--- config.mk ---
export PLATFORM = sky130hd
export DESIGN_NAME = id_operand_fetch_flat
export DESIGN_NICKNAME = d
export VERILOG_FILES = /design/src/rtl/id_operand_fetch_pkg.sv /design/src/rtl/id_operand_fetch_if.sv /design/src/rtl/id_operand_fetch_operand_bypass_mux.sv /design/src/rtl/id_operand_fetch.sv /design/src/flat_wrapper.sv
export SDC_FILE = /design/constraint.sdc
export NUM_CORES = 1
export LEC_CHECK = 0
export CORE_MARGIN = 2
export CORE_UTILIZATION = 33
export DETAILED_ROUTE_END_ITERATION = 8
export GPL_TIMING_DRIVEN = 1
export HOLD_SLACK_MARGIN = 0.15
export PLACE_DENSITY = 0.69
export SYNTH_ARGS = -nofsm -noshare
export SYNTH_HDL_FRONTEND = slang
export SYNTH_HIERARCHICAL = 1
export SYNTH_SLANG_ARGS = --single-unit
--- constraint.sdc ---
create_clock -name clk -period 4.1 [get_ports clk]
set_input_delay 0.82 -clock clk [delete_from_list [all_inputs] [get_ports clk]]
set_output_delay 0.82 -clock clk [all_outputs]
set_load 0.01 [all_outputs]
--- src/rtl/id_operand_fetch_pkg.sv ---
// id_operand_fetch_pkg: shared widths, zero-register constant and operand-source encoding.
package id_operand_fetch_pkg;
   localparam int DW = 32;
   localparam int AW = 5;
   localparam logic [4:0] REG_ZERO = 5'd0;
   typedef enum logic [1:0] {SRC_ZERO, SRC_EX, SRC_MEM, SRC_RF} src_e;
endpackage

--- src/rtl/id_operand_fetch_if.sv ---
// id_operand_fetch_if: decode input, regfile read, bypass buses and ID/EX output of operand fetch.
interface id_operand_fetch_if
   import id_operand_fetch_pkg::*;
   #(parameter int DW = 32, parameter int AW = 5, parameter int CNTW = 32);
   logic          flush;
   logic          in_valid, in_ready, in_use_rs, in_use_rt;
   logic [AW-1:0] in_rs, in_rt, raddr1, raddr2;
   logic [DW-1:0] rdata1, rdata2;
   logic          ex_we, ex_is_load, mem_we;
   logic [AW-1:0] ex_waddr, mem_waddr;
   logic [DW-1:0] ex_result, mem_result;
   logic          out_valid, out_ready;
   logic [DW-1:0] out_op_a, out_op_b;
   logic [CNTW-1:0] stall_cnt;
   src_e          src_a, src_b;
   modport master (output flush, in_valid, in_use_rs, in_use_rt, in_rs, in_rt, rdata1, rdata2,
                   ex_we, ex_is_load, ex_waddr, ex_result, mem_we, mem_waddr, mem_result, out_ready,
                   input in_ready, raddr1, raddr2, out_valid, out_op_a, out_op_b, stall_cnt, src_a, src_b);
   modport slave (input flush, in_valid, in_use_rs, in_use_rt, in_rs, in_rt, rdata1, rdata2,
                  ex_we, ex_is_load, ex_waddr, ex_result, mem_we, mem_waddr, mem_result, out_ready,
                  output in_ready, raddr1, raddr2, out_valid, out_op_a, out_op_b, stall_cnt, src_a, src_b);
endinterface

--- src/rtl/id_operand_fetch_operand_bypass_mux.sv ---
// operand_bypass_mux: resolves one source operand from regfile/EX/MEM and flags a load-use hit.
module operand_bypass_mux
   import id_operand_fetch_pkg::*;
   #(parameter int DW = 32, parameter int AW = 5)
   (
   input  logic [AW-1:0] addr_i,
   input  logic          use_i,
   input  logic [DW-1:0] rdata_i,
   input  logic          ex_we_i,
   input  logic [AW-1:0] ex_waddr_i,
   input  logic          ex_is_load_i,
   input  logic [DW-1:0] ex_result_i,
   input  logic          mem_we_i,
   input  logic [AW-1:0] mem_waddr_i,
   input  logic [DW-1:0] mem_result_i,
   output logic [DW-1:0] data_o,
   output src_e          src_o,
   output logic          hz_o
   );
   logic zero, ex_hit, mem_hit;
   always_comb begin
      zero    = addr_i == AW'(REG_ZERO);
      ex_hit  = ex_we_i && ex_waddr_i == addr_i;
      mem_hit = mem_we_i && mem_waddr_i == addr_i;
      // EX is the younger producer, so it outranks MEM; a load in EX has no data yet
      src_o   = zero ? SRC_ZERO : (ex_hit && !ex_is_load_i) ? SRC_EX : mem_hit ? SRC_MEM : SRC_RF;
      data_o  = src_o == SRC_ZERO ? '0 : src_o == SRC_EX ? ex_result_i :
                src_o == SRC_MEM ? mem_result_i : rdata_i;
      hz_o    = use_i && ex_hit && ex_is_load_i && !zero;
   end
endmodule

--- src/rtl/id_operand_fetch.sv ---
// id_operand_fetch: ID-stage operand read with EX/MEM bypass, load-use bubbling and ID/EX register.
module id_operand_fetch
   import id_operand_fetch_pkg::*;
   #(parameter int DW = 32, parameter int AW = 5, parameter int CNTW = 32)
   (
   input  logic           clk,
   input  logic           rst,
   id_operand_fetch_if.slave bus
   );
   logic [DW-1:0]   data_a, data_b, op_a_q, op_a_d, op_b_q, op_b_d;
   logic            hz_a, hz_b, hz, out_free, ld, out_valid_q, out_valid_d;
   logic [CNTW-1:0] stall_cnt_q, stall_cnt_d;
   operand_bypass_mux #(.DW(DW), .AW(AW)) u_mux_a (
      .addr_i(bus.in_rs), .use_i(bus.in_use_rs), .rdata_i(bus.rdata1),
      .ex_we_i(bus.ex_we), .ex_waddr_i(bus.ex_waddr), .ex_is_load_i(bus.ex_is_load),
      .ex_result_i(bus.ex_result), .mem_we_i(bus.mem_we), .mem_waddr_i(bus.mem_waddr),
      .mem_result_i(bus.mem_result), .data_o(data_a), .src_o(bus.src_a), .hz_o(hz_a));
   operand_bypass_mux #(.DW(DW), .AW(AW)) u_mux_b (
      .addr_i(bus.in_rt), .use_i(bus.in_use_rt), .rdata_i(bus.rdata2),
      .ex_we_i(bus.ex_we), .ex_waddr_i(bus.ex_waddr), .ex_is_load_i(bus.ex_is_load),
      .ex_result_i(bus.ex_result), .mem_we_i(bus.mem_we), .mem_waddr_i(bus.mem_waddr),
      .mem_result_i(bus.mem_result), .data_o(data_b), .src_o(bus.src_b), .hz_o(hz_b));
   always_comb begin
      hz          = bus.in_valid && (hz_a || hz_b);
      out_free    = !out_valid_q || bus.out_ready;
      ld          = !bus.flush && out_free && bus.in_valid && !hz;
      out_valid_d = bus.flush ? 1'b0 : out_free ? bus.in_valid && !hz : out_valid_q;
      op_a_d      = ld ? data_a : op_a_q;
      op_b_d      = ld ? data_b : op_b_q;
      stall_cnt_d = (!bus.flush && out_free && hz) ? stall_cnt_q + CNTW'(1) : stall_cnt_q;
   end
   always_ff @(posedge clk) begin
      if (!rst) begin
         out_valid_q <= 1'b0;
         op_a_q      <= '0;
         op_b_q      <= '0;
         stall_cnt_q <= '0;
      end else begin
         out_valid_q <= out_valid_d;
         op_a_q      <= op_a_d;
         op_b_q      <= op_b_d;
         stall_cnt_q <= stall_cnt_d;
      end
   end
   assign bus.raddr1    = bus.in_rs;
   assign bus.raddr2    = bus.in_rt;
   assign bus.in_ready  = !bus.flush && out_free && !hz;
   assign bus.out_valid = out_valid_q;
   assign bus.out_op_a  = op_a_q;
   assign bus.out_op_b  = op_b_q;
   assign bus.stall_cnt = stall_cnt_q;
endmodule

--- src/flat_wrapper.sv ---
// flat-port wrapper written by rule: the top's interface ports become plain ports
module id_operand_fetch_flat import id_operand_fetch_pkg::*;
#(parameter int DW = 32, parameter int AW = 5, parameter int CNTW = 32)
  (clk, rst, bus_flush, bus_in_valid, bus_in_use_rs, bus_in_use_rt, bus_in_rs, bus_in_rt, bus_rdata1, bus_rdata2, bus_ex_we, bus_ex_is_load, bus_ex_waddr, bus_ex_result, bus_mem_we, bus_mem_waddr, bus_mem_result, bus_out_ready, bus_in_ready, bus_raddr1, bus_raddr2, bus_out_valid, bus_out_op_a, bus_out_op_b, bus_stall_cnt, bus_src_a, bus_src_b);
  id_operand_fetch_if #(.DW(DW), .AW(AW), .CNTW(CNTW)) bus_i ();
  input  logic clk;
  input  logic rst;
  input wire logic [$bits(bus_i.flush)-1:0] bus_flush;
  input wire logic [$bits(bus_i.in_valid)-1:0] bus_in_valid;
  input wire logic [$bits(bus_i.in_use_rs)-1:0] bus_in_use_rs;
  input wire logic [$bits(bus_i.in_use_rt)-1:0] bus_in_use_rt;
  input wire logic [$bits(bus_i.in_rs)-1:0] bus_in_rs;
  input wire logic [$bits(bus_i.in_rt)-1:0] bus_in_rt;
  input wire logic [$bits(bus_i.rdata1)-1:0] bus_rdata1;
  input wire logic [$bits(bus_i.rdata2)-1:0] bus_rdata2;
  input wire logic [$bits(bus_i.ex_we)-1:0] bus_ex_we;
  input wire logic [$bits(bus_i.ex_is_load)-1:0] bus_ex_is_load;
  input wire logic [$bits(bus_i.ex_waddr)-1:0] bus_ex_waddr;
  input wire logic [$bits(bus_i.ex_result)-1:0] bus_ex_result;
  input wire logic [$bits(bus_i.mem_we)-1:0] bus_mem_we;
  input wire logic [$bits(bus_i.mem_waddr)-1:0] bus_mem_waddr;
  input wire logic [$bits(bus_i.mem_result)-1:0] bus_mem_result;
  input wire logic [$bits(bus_i.out_ready)-1:0] bus_out_ready;
  output wire logic [$bits(bus_i.in_ready)-1:0] bus_in_ready;
  output wire logic [$bits(bus_i.raddr1)-1:0] bus_raddr1;
  output wire logic [$bits(bus_i.raddr2)-1:0] bus_raddr2;
  output wire logic [$bits(bus_i.out_valid)-1:0] bus_out_valid;
  output wire logic [$bits(bus_i.out_op_a)-1:0] bus_out_op_a;
  output wire logic [$bits(bus_i.out_op_b)-1:0] bus_out_op_b;
  output wire logic [$bits(bus_i.stall_cnt)-1:0] bus_stall_cnt;
  output wire logic [$bits(bus_i.src_a)-1:0] bus_src_a;
  output wire logic [$bits(bus_i.src_b)-1:0] bus_src_b;
  assign bus_i.flush = bus_flush;
  assign bus_i.in_valid = bus_in_valid;
  assign bus_i.in_use_rs = bus_in_use_rs;
  assign bus_i.in_use_rt = bus_in_use_rt;
  assign bus_i.in_rs = bus_in_rs;
  assign bus_i.in_rt = bus_in_rt;
  assign bus_i.rdata1 = bus_rdata1;
  assign bus_i.rdata2 = bus_rdata2;
  assign bus_i.ex_we = bus_ex_we;
  assign bus_i.ex_is_load = bus_ex_is_load;
  assign bus_i.ex_waddr = bus_ex_waddr;
  assign bus_i.ex_result = bus_ex_result;
  assign bus_i.mem_we = bus_mem_we;
  assign bus_i.mem_waddr = bus_mem_waddr;
  assign bus_i.mem_result = bus_mem_result;
  assign bus_i.out_ready = bus_out_ready;
  assign bus_in_ready = bus_i.in_ready;
  assign bus_raddr1 = bus_i.raddr1;
  assign bus_raddr2 = bus_i.raddr2;
  assign bus_out_valid = bus_i.out_valid;
  assign bus_out_op_a = bus_i.out_op_a;
  assign bus_out_op_b = bus_i.out_op_b;
  assign bus_stall_cnt = bus_i.stall_cnt;
  assign bus_src_a = bus_i.src_a;
  assign bus_src_b = bus_i.src_b;
  id_operand_fetch #(.DW(DW), .AW(AW), .CNTW(CNTW)) u_core (.clk(clk), .rst(rst), .bus(bus_i));
endmodule
Word level (Yosys, flattened, before mapping)
Index checks and enable logic that the tools add are counted.
{"block": "op_classes", "n_addsub": 1, "n_eq_ne": 8, "mux": 12, "bitwise_logic": 1, "reduce_logical": 32}
{"operator": "two-way mux 32 bit", "n": 6}
{"operator": "adder 32 x 1 -> 32 bit (second input constant)", "n": 1}
{"operator": "equality test 5 bit", "n": 4}
{"operator": "logical AND 1 bit", "n": 19}
{"operator": "zero test 5 bit", "n": 2}
{"operator": "two-way mux 2 bit", "n": 4}
{"operator": "zero test 1 bit", "n": 6}
{"operator": "equality test 2 x 1 -> 1 bit (second input constant)", "n": 2}
{"operator": "equality test 2 bit (second input constant)", "n": 2}
{"operator": "zero test 2 bit", "n": 2}
{"operator": "logical OR 1 bit", "n": 2}
{"operator": "two-way mux 1 bit", "n": 2}
{"operator": "OR reduction 2 bit", "n": 1}
{"operator": "NOT 1 bit", "n": 1}
{"block": "word_totals", "reg_bits": 97, "out_inout_bits": 112, "wordCells": 58}

Depth between registers and ports, before layout
Gate-level depths: netlist of run 1.
{"block": "logic_depth", "word_depth": 9, "ltp_mapped": 10, "depth_no_buf": 8}

Modules after synthesis
The synthesis of run 1 kept the hierarchy.
{"mod": "id_operand_fetch", "instances": 1, "cells_each": 491, "area_per_inst_um2": 4031.4, "seq_area_each_um2": 1941.9}
{"mod": "operand_bypass_mux", "instances": 2, "cells_each": 177, "area_per_inst_um2": 1022.2, "seq_area_each_um2": 0.0}

Least setup slack after synthesis of run 1
OpenSTA, ideal clock, no wires.
{"block": "synth_path", "kind": "in2out", "start": "input port bus_ex_waddr[3]", "end": "output port bus_src_a[0]", "arrival_ns": 1.848, "t_required_ns": 3.280, "setup_slack_ns": 1.432, "path_stages": 6, "path_cell_list": "xnor2_2 > nand3b_1 > or3_1 > buf_6 > buf_6 > o21ai_1"}
{"block": "synth_between", "elab_chain_cells": 5}
{"item": "start, declared", "line": "flat_wrapper.sv:18", "text": "input wire logic [$bits(bus_i.ex_waddr)-1:0] bus_ex_waddr;"}
{"item": "equality test 5 bit", "line": "id_operand_fetch_operand_bypass_mux.sv:23", "text": "ex_hit = ex_we_i && ex_waddr_i == addr_i;"}
{"item": "logical AND 1 bit", "line": "id_operand_fetch_operand_bypass_mux.sv:23"}
{"item": "logical AND 1 bit", "line": "id_operand_fetch_operand_bypass_mux.sv:26", "text": "src_o = zero ? SRC_ZERO : (ex_hit && !ex_is_load_i) ? SRC_EX : mem_hit ? SRC_MEM : SRC_RF;"}
{"item": "two-way mux 2 bit (2 in a row)", "line": "id_operand_fetch_operand_bypass_mux.sv:26"}
{"item": "end, declared", "line": "flat_wrapper.sv:31", "text": "output wire logic [$bits(bus_i.src_a)-1:0] bus_src_a;"}
No other way between the ends.

Worst setup path after layout of run 1
{"block": "layout_path", "start": "input port bus_in_rt[0]", "end": "output port bus_in_ready"}
{"block": "layout_between", "elab_chain_cells": 9, "word_cells_on_any_way": 11, "classes_between": "eq/ne (1); reduce/logical (10)"}
{"item": "start, declared", "line": "flat_wrapper.sv:13", "text": "input wire logic [$bits(bus_i.in_rt)-1:0] bus_in_rt;"}
{"item": "equality test 5 bit", "line": "id_operand_fetch_operand_bypass_mux.sv:23"}
{"item": "logical AND 1 bit", "line": "id_operand_fetch_operand_bypass_mux.sv:23"}
{"item": "logical AND 1 bit (2 in a row)", "line": "id_operand_fetch_operand_bypass_mux.sv:29", "text": "hz_o = use_i && ex_hit && ex_is_load_i && !zero;"}
{"item": "logical AND 1 bit (*)", "line": "id_operand_fetch_operand_bypass_mux.sv:29"}
{"item": "named net u_core.hz_b", "line": "id_operand_fetch.sv:11", "text": "logic hz_a, hz_b, hz, out_free, ld, out_valid_q, out_valid_d;"}
{"item": "logical OR 1 bit (*)", "line": "id_operand_fetch.sv:24", "text": "hz = bus.in_valid && (hz_a || hz_b);"}
{"item": "logical AND 1 bit (*)", "line": "id_operand_fetch.sv:24"}
{"item": "zero test 1 bit (*)", "line": "id_operand_fetch.sv:47", "text": "assign bus.in_ready = !bus.flush && out_free && !hz;"}
{"item": "logical AND 1 bit (*)", "line": "id_operand_fetch.sv:47"}
{"item": "end, declared", "line": "flat_wrapper.sv:24", "text": "output wire logic [$bits(bus_i.in_ready)-1:0] bus_in_ready;"}
The timed path passes the listed nets; every way through them passes the cells marked *.

==> results of run 1 <==
==> worst paths after layout <==
| check | slack, ns | end | cells past startpoint |
|---|---|---|---|
| setup / recovery | 0.34 | bus_in_ready | 7 |
| hold / removal | 0.45 | u_core/bus.out_op_a[13] | 2 |
| setup reg to reg | 1.62 | u_core/bus.stall_cnt[29] | 4 |
| hold reg to reg | 0.45 | u_core/bus.out_op_a[13] | 2 |
==> layer usage <==
metal,share of wire,vias to the layer above
met5,0,-
met4,0.033,0
met3,0.083,48
met2,0.45,402
met1,0.44,3421
li1,-,3463
==> worst register-to-register path, stage by stage, from the launching register on <==
cell     delay [ns]
dfxtp_1        0.43
and4_1         0.40
nand4_1        0.81
nor4_2         0.56
mux2i_1        0.22
==> stage by stage <==
stage | utilization | instances | power (mW) | setup WS (ns) | area [sq um]
after floorplan | - | 845 | 1.22 | 1.43 | 6080
after global placement | 0.484 | 1273 | 1.51 | 0.371 | 8720
after detailed placement | 0.484 | 1273 | 1.52 | 0.347 | 8720
after CTS | 0.500 | 1289 | 2.39 | 0.328 | 9010
after global routing | 0.500 | 1289 | 2.46 | 0.133 | 9010
final | 0.500 | 1289 | 2.36 | 0.335 | 9010
==> power breakdown <==
part	leakage, nW	total (mW)	internal [mW]	switching (mW)
Clock	0.142	0.860	0.472	0.388
Combinational	2.00	0.508	0.276	0.232
Sequential	0.789	0.991	0.974	0.0173
Total	2.93	2.36	1.72	0.637
==> sequential cells by signal, summed over array words and instances, names as in the netlist <==
name,count
u_core/bus.out_op_b,32
u_core/bus.stall_cnt,32
u_core/bus.out_op_a,32
u_core/bus.out_valid,1
==> cell type report <==
class | instances | area (sq um)
fillers | 1828 | 9010
multi-input cells | 651 | 3620
repair buffers | 286 | 2830
flip-flops and latches | 97 | 1940
well taps | 229 | 287
clock buffers | 9 | 225
clock inverters | 7 | 68.8
inverters | 10 | 37.5
==> layout by cell type, fill, tap and decap left out, types with 3 or more instances in the layout <==
cell and count:
nand4_1 18, inv_1 7, xnor2_1 19, and3_1 4, dfxtp_1 97, nand2b_1 15
xor2_1 4, buf_4 16, nor3_1 6, clkbuf_16 9, o21ai_0 11, o41ai_1 7
inv_2 3, a21oi_1 141, mux2i_1 8, and4_1 7, o311ai_1 7, nor4_2 8
nand2_1 153, o21ai_1 62, or3_1 8, nor2_1 8, a31oi_1 62, clkdlybuf4s50_1 269
clkinv_2 3, nand3_1 70
==> kinds of logic after synthesis <==
logic type	after synthesis
muxes	8
buffers and inverters	97
xor gates and xnor gates	25
adders and majority gates	1
AOI/OAI and AO/OA	299
DFF	97
and+or+nand+nor	318
==> cells in the mapped netlist, drive strengths merged (6+ instances only) <==
cell type	count	area, sq um
nand2	154	581
a21oi	141	706
dfxtp	97	1940
o21ai	75	383
nand3	71	360
a31oi	64	413
buf	63	410
clkbuf	24	90.1
xnor2	21	199
nand4	20	146
nand2b	15	93.8
inv	10	37.5
nor2	10	42.5
and4	8	70.1
mux2i	8	80.1
nor4	8	100
or3	8	50.1
o311ai	7	61.3
o41ai	7	61.3
nor3	6	30.0
==> run metrics, run 1 <==
IO buf count=269; clk_lat worst skew=0.35 ns; grt met3 use=0.0530; grt ovf=0; clk_skew=0.00946 ns; Data arrival, critical path=2.94 ns; top_reg_cell synth=dfxtp_1; TritonCTS clock tree=yes; crit-path max cell delay=0.57 ns; synthesis-to-finish area growth=48.4%; vias in the first global route=6859; Hold Path Class=reg -> reg; P_leak=2.93 nW; htree depth=3; Via Count=7334; Period minus WS final=3.76 ns; critical-path maximum fanout=5; multiplexer area fraction after synthesis=0.0132; Inserted Clock Buffers=9; Worst setup EP type=output port; global-route wire length before repair=39000 microns; I/O pin total=270; CTS sink count=97; met2 Usage GRT=0.386; final hold violation count=0; Top Usage Layer GRT=met2; Die Y=140 microns; adder-cell share of the synthesized area=0.00206; worst IR drop on VDD=0.000187 V; Setup TNS Final=0 ns; Post-synth ARST share=0; Least-Margin Pin Slew=0.951 ns; clk buf depth=2; Max Cap Violations=0; required time of the critical path=3.28 ns; Max stage delay cell, worst path=clkdlybuf4s50_1; starting density of the core=0.337; CP delay by family, top=buffers and inverters; Post-Syn Nets=1004; final number of setup-violating endpoints=0; Antenna Cells=0; worst-path cell chain=clkdlybuf4s50_1 -> xnor2_1 -> nand4_1 -> nor3_1 -> o21a_2 -> nor3_1 -> clkdlybuf4s50_1; synthesized flop and latch total=97; Post-synth EDFFs=0; layout cells sized above 1=0.0594; sequential fraction of the synthesis area=0.320; CP Buf/Inv Count=2; hold slack final=0.453 ns; CTS Root Cell=clkbuf_16; Post-Syn Area=6080 sq um; PwrDens=262 nW/um^2; core outline area=18000 sq um; DRT Wirelength=25100 microns; post-synthesis cell type count=48; r2r startpoint=u_core/bus.stall_cnt[3]; post-detail-place hpwl=17200 microns; Ys Warns=6; xor/xnor cell area share of the yosys netlist=0.0385; DR WL/cell=19.5 microns; Synth Area in Simple Gates=0.264; initial antenna violation count=0; CTS hold repair buffers=0; Die X=140 microns; kind of critical path=in -> out; Final nets=1214; drt initial violations=609; Avg Inst Size Synth=7.19 sq um; Worst-path clk slew=0.06 ns; Final Slew Violations=0; RD Place Congestion=0.889; Core Rows=49; RSZ-0062 raised after global routing=false; Post-CTS Setup Inserts=0; startpoint types=input pin; largest family of logic cells by synthesized area=compound AO/OA/AOI/OAI gates; Min-Delay Startpoint=u_core/bus.out_op_a[13]; FMAX=266 MHz; largest net degree at the start of global routing=65; Syn Inst Count=845; total track usage=0.249; Post-CTS Resized=0; Pre-antenna DRT Iters=5; period utilization=0.918; status=finished, final reports clean; CP startpoint=bus_in_rt[0]; compound-gate portion of the synthesized area=0.274; met1 usage=0.338; antenna-violating nets left=0; DRC Markers=0; vias per cell=5.69; die area=19500 sq um; relative slew slack=0.364
No activity file was read; power rests on OpenSTA's default activity.
==> run 2, diff against run 1 <==
--- a/config.mk
+++ b/config.mk
@@ -11,6 +11,8 @@
 export GPL_TIMING_DRIVEN = 1
 export HOLD_SLACK_MARGIN = 0.15
 export PLACE_DENSITY = 0.69
+export RECOVER_POWER = 25
+export SLEW_MARGIN = 20
 export SYNTH_ARGS = -nofsm -noshare
 export SYNTH_HDL_FRONTEND = slang
 export SYNTH_HIERARCHICAL = 1
==> run 2 against run 1 <==
  * Worst setup slack lost 0.00094 ns
  * Routed wire length is essentially flat
  * Sequential cell count stayed put
  * Clock power barely moved
  * Hold slack lost 0.0036 ns
  * Non-clock buffer count is the same
  * Global-route usage unchanged
  * First-iteration DRC count shrank 0.16%
  * Highest routed layer unchanged
==> run metrics, run 2 (same netlist as run 1, synthesis figures left out) <==
most common cell after layout, fill and taps aside=clkdlybuf4s50_1; Post-CTS Resized=0 (unchanged); Core Rows=49 (unchanged); largest net degree at the start of global routing=65 (unchanged); final hold violation count=0 (unchanged); antenna-violating nets left=0 (unchanged); RD Place Congestion=0.889 (unchanged); CP startpoint=bus_in_rt[0]; r2r worst-path depth=4 (unchanged); Data arrival, critical path=2.95 ns (about the same); Setup TNS Final=0 ns (unchanged); reg2reg end=u_core/bus.stall_cnt[21]; hold slack final=0.450 ns (-0.00361 ns); Final nets=1214 (unchanged); total track usage=0.249 (unchanged); vias in the first global route=6859 (unchanged); post-detail-place hpwl=17200 microns (unchanged); P_leak=3.09 nW (+5.3%); htree depth=3 (unchanged); drt initial violations=608 (-0.16%); Die X=140 microns (unchanged); final number of setup-violating endpoints=0 (unchanged); die area=19500 sq um (unchanged); Worst-path clk slew=0.06 ns (about the same); initial antenna violation count=0 (unchanged); r2r startpoint=u_core/bus.stall_cnt[3]; layout cells sized above 1=0.0594 (unchanged); clk_skew=0.00897 ns (-0.000496 ns); global-route wire length before repair=39000 microns (unchanged); Post-CTS Setup Inserts=0 (unchanged); FMAX=266 MHz (about the same); Antenna Cells=0 (unchanged); most frequent cells in the layout=clkdlybuf4s50_1 (217), nand2_1 (153), a21oi_1 (141); Pre-antenna DRT Iters=6 (+1); clk_lat worst skew=0.35 ns (about the same); grt ovf=0 (unchanged); IO buf count=269 (unchanged); CTS Root Cell=clkbuf_16; Hold Path Class=reg -> reg; synthesis-to-finish area growth=48.4% (unchanged); I/O pin total=270 (unchanged); PwrDens=261 nW/um^2 (-0.46%); Via Count=7324 (-0.14%); kind of critical path=in -> out; Period minus WS final=3.77 ns (+0.000943 ns); Die Y=140 microns (unchanged); Inserted Clock Buffers=9 (unchanged); Final Slew Violations=0 (unchanged); worst setup path endpoint=bus_in_ready; Max Cap Violations=0 (unchanged); DR WL/cell=19.5 microns (about the same); CTS hold repair buffers=0 (unchanged); starting density of the core=0.337 (unchanged); clk buf depth=2 (unchanged); core outline area=18000 sq um (unchanged); CTS sink count=97 (unchanged); DRC Markers=0 (unchanged); vias per cell=5.68 (-0.14%); critical-path maximum fanout=5 (unchanged); Worst setup EP type=output port; required time of the critical path=3.28 ns (about the same); RSZ-0062 raised after global routing=false; Fill cells=1828 (unchanged); fin util=0.500 (unchanged); startpoint types=input pin; worst IR drop on VDD=0.000186 V (-0.17%); DRT Wirelength=25100 microns (about the same); Least-Margin Pin Slew=0.953 ns (+0.00260 ns); status=finished, final reports clean; r2r setup slk=1.61 ns (about the same); period utilization=0.918 (about the same); relative slew slack=0.363 (-0.00174); TritonCTS clock tree=yes
[run 2: how the worst min path moves through the flow]
| stage | startpoint | end | slack, ns | cells after the start |
|---|---|---|---|---|
| 2_1_floorplan | u_core/bus.out_op_a[0] | u_core/bus.out_op_a[0] | 0.48 | 2 |
| 3_3_place_gp | u_core/bus.out_op_b[10] | u_core/bus.out_op_b[10] | 0.44 | 2 |
| 3_5_place_dp | u_core/bus.out_op_b[4] | u_core/bus.out_op_b[4] | 0.45 | 2 |
| 4_1_cts | u_core/bus.out_op_b[4] | u_core/bus.out_op_b[4] | 0.46 | 2 |
| 5_1_grt | u_core/bus.out_op_b[22] | u_core/bus.out_op_b[22] | 0.47 | 2 |
| 6_report | u_core/bus.out_op_a[13] | u_core/bus.out_op_a[13] | 0.45 | 2 |
[run 2: cell type report]
| type | instances | area, sq um | share of cell area |
|---|---|---|---|
| clock buffer | 9 | 225 | 0.0250 |
| clock inverter | 7 | 68.8 | 0.00763 |
| inverter | 10 | 37.5 | 0.00416 |
| multi-input combinational | 651 | 3620 | 0.402 |
| sequential | 97 | 1940 | 0.215 |
| tap | 229 | 287 | 0.0318 |
| timing repair buffer | 286 | 2830 | 0.314 |
[run 2: metal layers]
metal,up-vias,share of wire,GRT usage,wire length (microns)
li1,3463,-,-,-
met1,3423,0.44,0.338,11000
met2,387,0.45,0.386,11200
met3,51,0.082,0.0530,2060
met4,0,0.033,0.0942,832
met5,-,0,0,0
[run 2: metrics by stage]
step | worst slack [ns] | instances | power [mW] | area [sq um]
2_1_floorplan | 1.43 | 845 | 1.22 | 6080
3_3_place_gp | 0.371 | 1273 | 1.51 | 8720
3_5_place_dp | 0.347 | 1273 | 1.52 | 8720
4_1_cts | 0.328 | 1289 | 2.39 | 9010
5_1_grt | 0.133 | 1289 | 2.45 | 9010
6_report | 0.334 | 1289 | 2.35 | 9010
[run 2: worst max-delay path, cell delays in order]
cell and delay (ns):
clkdlybuf4s50_1 0.57, xnor2_1 0.16, nand4_1 0.23, nor3_1 0.34
o21a_2 0.28, nor3_1 0.07, clkdlybuf4s50_1 0.48
[run 2: power by group]
| group | internal [mW] | leakage [nW] | switching (mW) |
|---|---|---|---|
| Clock | 0.472 | 0.142 | 0.387 |
| Combinational | 0.267 | 2.15 | 0.232 |
| Sequential | 0.974 | 0.789 | 0.0160 |
